--- config.mk ---
export PLATFORM = sky130hd
export DESIGN_NAME = mem_master
export DESIGN_NICKNAME = d
export VERILOG_FILES = /design/src/rtl/mem_master.sv
export SDC_FILE = /design/constraint.sdc
export NUM_CORES = 1
export LEC_CHECK = 0
export CELL_PAD_IN_SITES_DETAIL_PLACEMENT = 1
export CELL_PAD_IN_SITES_GLOBAL_PLACEMENT = 1
export CORE_MARGIN = 2
export CORE_UTILIZATION = 38
export DETAILED_ROUTE_END_ITERATION = 8
export PLACE_DENSITY_LB_ADDON = 0.05
export SLEW_MARGIN = 40
export SYNTH_ARGS = -nofsm -noshare
export SYNTH_HDL_FRONTEND = slang
export SYNTH_SLANG_ARGS = --single-unit
--- constraint.sdc ---
create_clock -name clk -period 3.8 [get_ports clk]
set_input_delay 1.14 -clock clk [delete_from_list [all_inputs] [get_ports clk]]
set_output_delay 1.14 -clock clk [all_outputs]
set_load 0.05 [all_outputs]
--- src/rtl/mem_master.sv ---
// Initiator for the 8-bit synchronous SRAM: turns valid/ready commands into
// pipelined single/burst reads and gapped burst writes on registered memory pins.
module mem_master #(
    parameter int unsigned LEN_W = 8
) (
    input  logic             clk,
    input  logic             rst,
    input  logic             req_valid,
    output logic             req_ready,
    input  logic             req_write,
    input  logic [15:0]      req_addr,
    input  logic [LEN_W-1:0] req_len,
    input  logic             wr_valid,
    output logic             wr_ready,
    input  logic [7:0]       wr_data,
    output logic             rsp_valid,
    output logic [7:0]       rsp_data,
    output logic             rsp_last,
    output logic             done,
    output logic             mem_ce,
    output logic             mem_r,
    output logic             mem_w,
    output logic             mem_oe,
    output logic [15:0]      mem_addr,
    output logic [7:0]       mem_wdata,
    input  logic [7:0]       mem_rdata
);

    typedef enum logic [1:0] {IDLE, READ, RD_DRAIN, WRITE} state_t;

    localparam logic [LEN_W:0] CNT_ONE = (LEN_W+1)'(1);

    state_t         state, state_nx;
    logic [LEN_W:0] cnt, cnt_nx;     // bytes still to issue (read) or to write
    logic [LEN_W:0] rcnt, rcnt_nx;   // read bytes still to be returned
    logic [15:0]    cur_addr, cur_addr_nx;
    logic           ce_nx, r_nx, w_nx, oe_nx;
    logic [15:0]    addr_nx;
    logic [7:0]     wdata_nx, rsp_data_nx;
    logic           rsp_valid_nx, rsp_last_nx, done_nx;
    logic           accept, beat, sample;

    assign req_ready = !rst && (state == IDLE);
    assign wr_ready  = !rst && (state == WRITE) && (cnt != '0);
    assign accept    = req_valid && req_ready;
    assign beat      = wr_valid && wr_ready;
    assign sample    = mem_oe && (state == READ || state == RD_DRAIN) && (rcnt != '0);

    always_ff @(posedge clk) begin
        if (rst) state <= IDLE;
        else     state <= state_nx;
    end

    always_comb begin
        state_nx     = state;
        cnt_nx       = cnt;
        rcnt_nx      = rcnt;
        cur_addr_nx  = cur_addr;
        ce_nx        = 1'b0;
        r_nx         = 1'b0;
        w_nx         = 1'b0;
        oe_nx        = 1'b0;
        addr_nx      = mem_addr;
        wdata_nx     = mem_wdata;
        rsp_valid_nx = 1'b0;
        rsp_data_nx  = rsp_data;
        rsp_last_nx  = 1'b0;
        done_nx      = 1'b0;

        // Read data is captured two edges behind its address issue.
        if (sample) begin
            rsp_valid_nx = 1'b1;
            rsp_data_nx  = mem_rdata;
            rcnt_nx      = rcnt - CNT_ONE;
            if (rcnt == CNT_ONE) begin
                rsp_last_nx = 1'b1;
                done_nx     = 1'b1;
            end
        end

        case (state)
            IDLE: begin
                if (accept) begin
                    if (req_write) begin
                        state_nx    = WRITE;
                        cnt_nx      = {1'b0, req_len} + CNT_ONE;
                        cur_addr_nx = req_addr;
                    end else begin
                        state_nx    = READ;
                        cnt_nx      = {1'b0, req_len};
                        rcnt_nx     = {1'b0, req_len} + CNT_ONE;
                        cur_addr_nx = req_addr + 16'd1;
                        ce_nx       = 1'b1;
                        r_nx        = 1'b1;
                        addr_nx     = req_addr;
                    end
                end
            end
            READ: begin
                ce_nx = 1'b1;
                oe_nx = 1'b1;
                if (cnt != '0) begin
                    r_nx        = 1'b1;
                    addr_nx     = cur_addr;
                    cur_addr_nx = cur_addr + 16'd1;
                    cnt_nx      = cnt - CNT_ONE;
                end else begin
                    state_nx = RD_DRAIN;
                end
            end
            RD_DRAIN: begin
                state_nx = IDLE;
            end
            WRITE: begin
                if (beat) begin
                    ce_nx       = 1'b1;
                    w_nx        = 1'b1;
                    addr_nx     = cur_addr;
                    wdata_nx    = wr_data;
                    cur_addr_nx = cur_addr + 16'd1;
                    cnt_nx      = cnt - CNT_ONE;
                    if (cnt == CNT_ONE) begin
                        state_nx = IDLE;
                        done_nx  = 1'b1;
                    end
                end
            end
            default: state_nx = IDLE;
        endcase
    end

    always_ff @(posedge clk) begin
        if (rst) begin
            cnt       <= '0;
            rcnt      <= '0;
            cur_addr  <= '0;
            mem_ce    <= 1'b0;
            mem_r     <= 1'b0;
            mem_w     <= 1'b0;
            mem_oe    <= 1'b0;
            mem_addr  <= '0;
            mem_wdata <= '0;
            rsp_valid <= 1'b0;
            rsp_data  <= '0;
            rsp_last  <= 1'b0;
            done      <= 1'b0;
        end else begin
            cnt       <= cnt_nx;
            rcnt      <= rcnt_nx;
            cur_addr  <= cur_addr_nx;
            mem_ce    <= ce_nx;
            mem_r     <= r_nx;
            mem_w     <= w_nx;
            mem_oe    <= oe_nx;
            mem_addr  <= addr_nx;
            mem_wdata <= wdata_nx;
            rsp_valid <= rsp_valid_nx;
            rsp_data  <= rsp_data_nx;
            rsp_last  <= rsp_last_nx;
            done      <= done_nx;
        end
    end

    // The SRAM resolves r/w overlap in favour of r, so overlap would silently drop a write.
    assert property (@(posedge clk) disable iff (rst) !(mem_r && mem_w));

endmodule

==> impl_metrics.yaml, run 1 <==
drt:
  vias: 4147
  dr.pass1.iters: 4
  routed_via_density: 5.478
  post_drt_wl_per_cell_um: 17.10
  drc_errors: 0
  ant_nets: 0
  first_iter_violations: 146
  drt_wl_total_mm: 12.94
clocking:
  post_cts_resized: 0
  cts_tree: "built"
  postCtsHoldBufs: 0
  clock_path_buffers: 2
  htreeDepth: 3
  cts_setup_buffers: 0
  cts.sinks: 75
  cts_buffers: 9
  clk_latency_ns: 0.35
  cts-root-buf: "clkbuf_16"
  clk_pin_slew_ns: 0.06
worst_setup_path:
  cp_max_fo: 5
  crit_path_end: "wr_ready"
  cp-end-kind: "output pin"
  slowest_stage: "or4b_1"
  crit_required_ns: 2.66
  r2r_slack_ns: 1.38
  reg2regPathDepth: 7
  r2r-end: "cur_addr[7]"
  path_cells: "inv_1, ha_1, or4b_1, or2_1, and3_1, buf_4"
  arrival_ns: 2.21
  worstSetupPathType: "reg2out"
  worstReg2RegStart: "cnt[0]"
  max_stage_delay_ns: 0.54
  start_kind: "flip-flop"
  worstSetupStartpoint: "cnt[0]"
timing:
  rsz0062_at_grt: "false"
  hold_violations: 0
  fin_crit_ns: 3.348
  fmax_mhz: 298.7
  max-slew-margin-rel_pct: 53.95
  fin_setup_tns_ns: 0
  slew_violations: 0
  tightest_slew_ns: 0.6845
  holdWs_ns: 0.4503
  setup_viol: 0
  skew_ns: 0.004831
  fin_crit_sh_pct: 88.11
power_and_ir_drop:
  combPwrFrac_pct: 51.4
  p_per_area_mw_per_mm2: 781.6
  vdd_ir_drop_max_v: 0.0005562
  switching_share_pct: 47.12
  power_switching_uw: 2044
  leakagePower_uw: 0.001912
  p_int_uw: 2294
  seq_power_share_pct: 29.6
  clkPwrFrac_pct: 19.1
grt:
  grt_usage_pct: 22.23
  use_met3_pct: 4.527
  grt_use_met1_pct: 29.17
  top_usage_layer: "met2"
  overflow: 0
  grtUsageMet2_pct: 36.50
  grt_max_degree: 33
  grt_pass1_wl_mm: 20.93
  grt_pass1_vias: 4151
  antenna_found_initial: 0
yosys:
  async_flop_share_pct: 0
  ys.flop_type: "dfxtp_1"
  ys_seq_elements: 75
  synth_edf_count: 0
  synth_nets: 597
  yosysWarnings: 0
  synth_cell_type_count: 57
  avgSynthCellArea_um2: 7.953
  synth_area_mm2: 0.004287
  syn_inst: 539
  yosysSeqAreaShare_pct: 35.03
worst_hold_path:
  hold_path_class: "reg2reg"
place:
  dp_hpwl_mm: 9.407
  io_buffers: 85
  gp_congestion: 0.8098
run:
  max-cap-violations: 0
layout:
  syn_to_final_growth_pct: 29.48
  drive_gt1_share_pct: 7.131
  antenna_cells: 0
  fin_nets: 670
floorplan:
  core_mm2: 0.01094
  initial_utilization_pct: 39.20
  ios: 86
  die_x_um: 110.2
  rows: 38
  die_y_um: 110.2
  dieArea_mm2: 0.01215
status:
  status: "finished clean"
[synth_stat cells, drive strengths merged, types with 2 or more instances]
cell type  instances  area [um^2]
a211o              4        35.03
a211oi            25        192.7
a21oi             41        205.2
a311oi             2        17.52
a31oi              2        12.51
and2               5        31.28
and3               2        12.51
buf                6        42.54
clkbuf            29        108.9
dfxtp             75         1501
ha                13        162.7
inv               18        67.57
mux2i             29        290.3
nand2             64        240.2
nand2b             2        12.51
nand3             20        100.1
nand3b             4        30.03
nand4             10        62.56
nand4b             4        35.03
nor2              52        195.2
nor2b              4        25.02
nor3              14        70.07
nor4              12        81.33
o211ai             4        30.03
o21a               2        15.01
o21ai             38        193.9
o221a              2        22.52
o31ai              2        28.78
o32ai              5        43.79
or2                2        12.51
or3                2        12.51
or4                2        18.77
xnor2             11        96.34
xor2              20        175.2
[cells by family after synthesis]
kind of cell | share of synthesized area [%]
buffers and inverters | 5.108
DFF | 35.03
and+or+nand+nor | 22.56
adders and majority gates | 3.795
AOI/OAI and AO/OA | 20.40
muxes | 6.772
xor gates and xnor gates | 6.334
[layer usage]
| metal | vias up | wire [um] |
|---|---|---|
| met5 | - | 0 |
| met4 | 0 | 188 |
| met3 | 16 | 548 |
| met2 | 90 | 6040 |
| met1 | 1965 | 6165 |
| li1 | 2076 | - |
[placed cells by master, fill, tap and decap left out, types with 20 or more instances in the layout]
master	instances
xor2_1	20
mux2i_1	29
a21oi_1	41
o21ai_1	21
dfxtp_1	75
nor2_1	51
nand3_1	20
a211oi_1	23
clkdlybuf4s50_1	82
nand2_1	64
[power by group through the flow]
stage                     Combinational, uW  Clock, uW  Sequential [uW]
after floorplan                        1280          0             1580
after global placement                 2170          0             1270
after detailed placement               2240          0             1290
after CTS                              2250        844             1280
after global routing                   2450        873             1320
final                                  2230        827             1280
[metrics by stage]
stage               util [%]  total power (uW)  instance area [um^2]  std cells  setup WS, ns
finish                 50.76              4338                  5550        757        0.4516
global placement       48.10              3449                  5260        741        0.5978
floorplan                  -              2866                  4287        539        0.4457
detailed placement     48.11              3532                  5261        741        0.5929
global route           50.76              4644                  5550        757        0.3433
CTS                    50.70              4365                  5544        757        0.4473
[sequential cells by signal (all words and copies together), names as in the netlist]
| name | cells |
|---|---|
| cur_addr | 16 |
| rsp_valid | 1 |
| done | 1 |
| rsp_data | 8 |
| mem_r | 1 |
| rcnt | 9 |
| mem_oe | 1 |
| mem_addr | 16 |
| mem_w | 1 |
| state | 2 |
| cnt | 9 |
| mem_ce | 1 |
| mem_wdata | 8 |
| rsp_last | 1 |
[how the worst min path moves through the flow]
| stage | from | slack [ns] | to | depth (start not counted) |
|---|---|---|---|---|
| CTS | mem_wdata[5] | 0.45 | mem_wdata[5] | 2 |
| finish | mem_wdata[5] | 0.45 | mem_wdata[5] | 2 |
| floorplan | rcnt[2] | 0.44 | rsp_last | 1 |
| global placement | mem_wdata[5] | 0.44 | mem_wdata[5] | 2 |
| global route | mem_wdata[0] | 0.49 | mem_wdata[0] | 2 |
| detailed placement | mem_wdata[5] | 0.44 | mem_wdata[5] | 2 |
[layout make-up]
cell class                 count  area [um^2]
sequential                    75         1501
tap                          140        175.2
multi-input combinational    411         2592
clock buffer                   9        225.2
inverter                      18        67.56
clock inverter                 7        57.56
timing repair buffer          97        930.9
fill                        1365         5385
[worst max-delay path, delay by kind of cell, from the launching register on]
family	cells	cell delay, ns
adder cells (fa/ha/maj)	1	0.15
buffers and inverters	2	0.30
flip-flops	1	0.36
AND/OR/NAND/NOR	3	1.05
(Power assumes the default switching activity.)
==> inputs of run 2 (changes only) <==
--- a/config.mk
+++ b/config.mk
@@ -8,8 +8,9 @@
 export CELL_PAD_IN_SITES_DETAIL_PLACEMENT = 1
 export CELL_PAD_IN_SITES_GLOBAL_PLACEMENT = 1
 export CORE_MARGIN = 2
-export CORE_UTILIZATION = 38
+export CORE_UTILIZATION = 47
 export DETAILED_ROUTE_END_ITERATION = 8
+export DONT_BUFFER_PORTS = 1
 export PLACE_DENSITY_LB_ADDON = 0.05
 export SLEW_MARGIN = 40
 export SYNTH_ARGS = -nofsm -noshare
==> impl_metrics.yaml, run 2 (synthesized netlist as in run 1, its figures left out) <==
floorplan:
  rows: 34
  die_y_um: 99.50
  die_x_um: 99.50
  ios: 86
  initial_utilization_pct: 48.91
  core_mm2: 0.008763
  dieArea_mm2: 0.009900
timing:
  fin_crit_ns: 3.384
  hold_violations: 0
  fin_crit_sh_pct: 89.04
  setup_viol: 0
  tightest_slew_ns: 0.7628
  fin_setup_tns_ns: 0
  fmax_mhz: 295.5
  skew_ns: 0.01313
  slew_violations: 0
  max-slew-margin-rel_pct: 49.15
  rsz0062_at_grt: "false"
layout:
  mostFrequentLayoutCells: "75 x dfxtp_1, 64 x nand2_1, 51 x nor2_1"
  layout_commonest_cell: "dfxtp_1"
  finalNonFillerCells: 636
  final_cell_area_mm2: 0.004543
  fin_nets: 581
  utilization_pct: 51.84
  reg.largest.list: "cur_addr (16), mem_addr (16)"
  drive_gt1_share_pct: 6.818
  antenna_cells: 0
  syn_to_final_growth_pct: 5.984
drt:
  vias: 3910
  post_drt_wl_per_cell_um: 18.55
  dr.pass1.iters: 4
  first_iter_violations: 152
  routed_via_density: 6.148
  drc_errors: 0
  ant_nets: 0
  drt_wl_total_mm: 11.80
worst_setup_path:
  path_cells: "inv_1, ha_1, or4b_1, or2_1, and3_1"
  worstSetupPathType: "reg2out"
  cp-end-kind: "output pin"
  crit_buf_inv: 1
  arrival_ns: 2.24
  start_kind: "flip-flop"
  max_stage_delay_ns: 0.53
  cp_max_fo: 5
  crit_family: "simple AND/OR/NAND/NOR gates"
  crit_required_ns: 2.66
  slowest_stage: "or4b_1"
clocking:
  cts_tree: "built"
  cts_buffers: 9
  clk_latency_ns: 0.36
  htreeDepth: 3
  cts-root-buf: "clkbuf_8"
  cts.sinks: 75
  post_cts_resized: 0
  postCtsHoldBufs: 0
  clk_pin_slew_ns: 0.09
  cts_setup_buffers: 0
  clock_path_buffers: 2
worst_hold_path:
  hold_path_class: "reg2reg"
place:
  io_buffers: 0
  dp.cells: 620
  gp_congestion: 0.8228
  place_area_mm2: 0.004350
  dp_hpwl_mm: 8.476
power_and_ir_drop:
  leakagePower_uw: 0.001531
  p_per_area_mw_per_mm2: 843.3
  vdd_ir_drop_max_v: 0.0003616
grt:
  grt_pass1_vias: 3931
  antenna_found_initial: 0
  grt_usage_pct: 24.55
  overflow: 0
  grt_pass1_wl_mm: 19.56
  grt_max_degree: 61
status:
  status: "finished clean"
run:
  max-cap-violations: 0
-- run 2: routing by layer --
layer	track usage, %	vias to the layer above	wire, um
met5	0	-	0
met3	6.114	10	771
met4	5.479	0	127
met1	33.25	1908	5500
met2	39.71	100	5394
li1	-	1892	-
-- run 2: cell type report --
| class | count | area, um^2 |
|---|---|---|
| fillers | 1087 | 4220 |
| multi-input cells | 411 | 2592 |
| flip-flops and latches | 75 | 1501 |
| clock buffers | 10 | 137.6 |
| well taps | 108 | 135.1 |
| inverters | 18 | 67.56 |
| repair buffers | 8 | 60.06 |
| clock inverters | 6 | 48.80 |
-- run 2: path summary, 6_finish.rpt --
check / from / to / slack, ns / cells past startpoint
setup / recovery: cnt[0] / wr_ready / 0.42 / 5
hold / removal: rcnt[8] / rcnt[8] / 0.50 / 2
hold reg to reg: rcnt[8] / rcnt[8] / 0.50 / 2
setup reg to reg: state[0] / mem_addr[1] / 1.27 / 8
-- run 2: worst register-to-register path, cell delays in order (launching register included) --
cell,delay [ns]
dfxtp_1,0.35
inv_1,0.12
ha_1,0.30
nor2b_1,0.22
nand2_1,0.39
a221oi_4,0.41
buf_4,0.33
nor2_1,0.09
a211oi_1,0.23
-- run 2: power by group --
group | switching, uW | internal (uW) | total [uW]
Combinational | 995 | 597 | 1590
Sequential | 611 | 1030 | 1650
Clock | 334 | 261 | 594
Total | 1940 | 1890 | 3830
-- run 2: stage by stage --
stage	total power (uW)	hold WS, ns	worst slack [ns]
finish	3831	0.4997	0.4164
global route	4125	0.5295	0.2963
CTS	3839	0.4972	0.4182
detailed placement	3243	0.4844	0.8180
global placement	3174	0.4674	0.9042
floorplan	2866	0.4433	0.4457
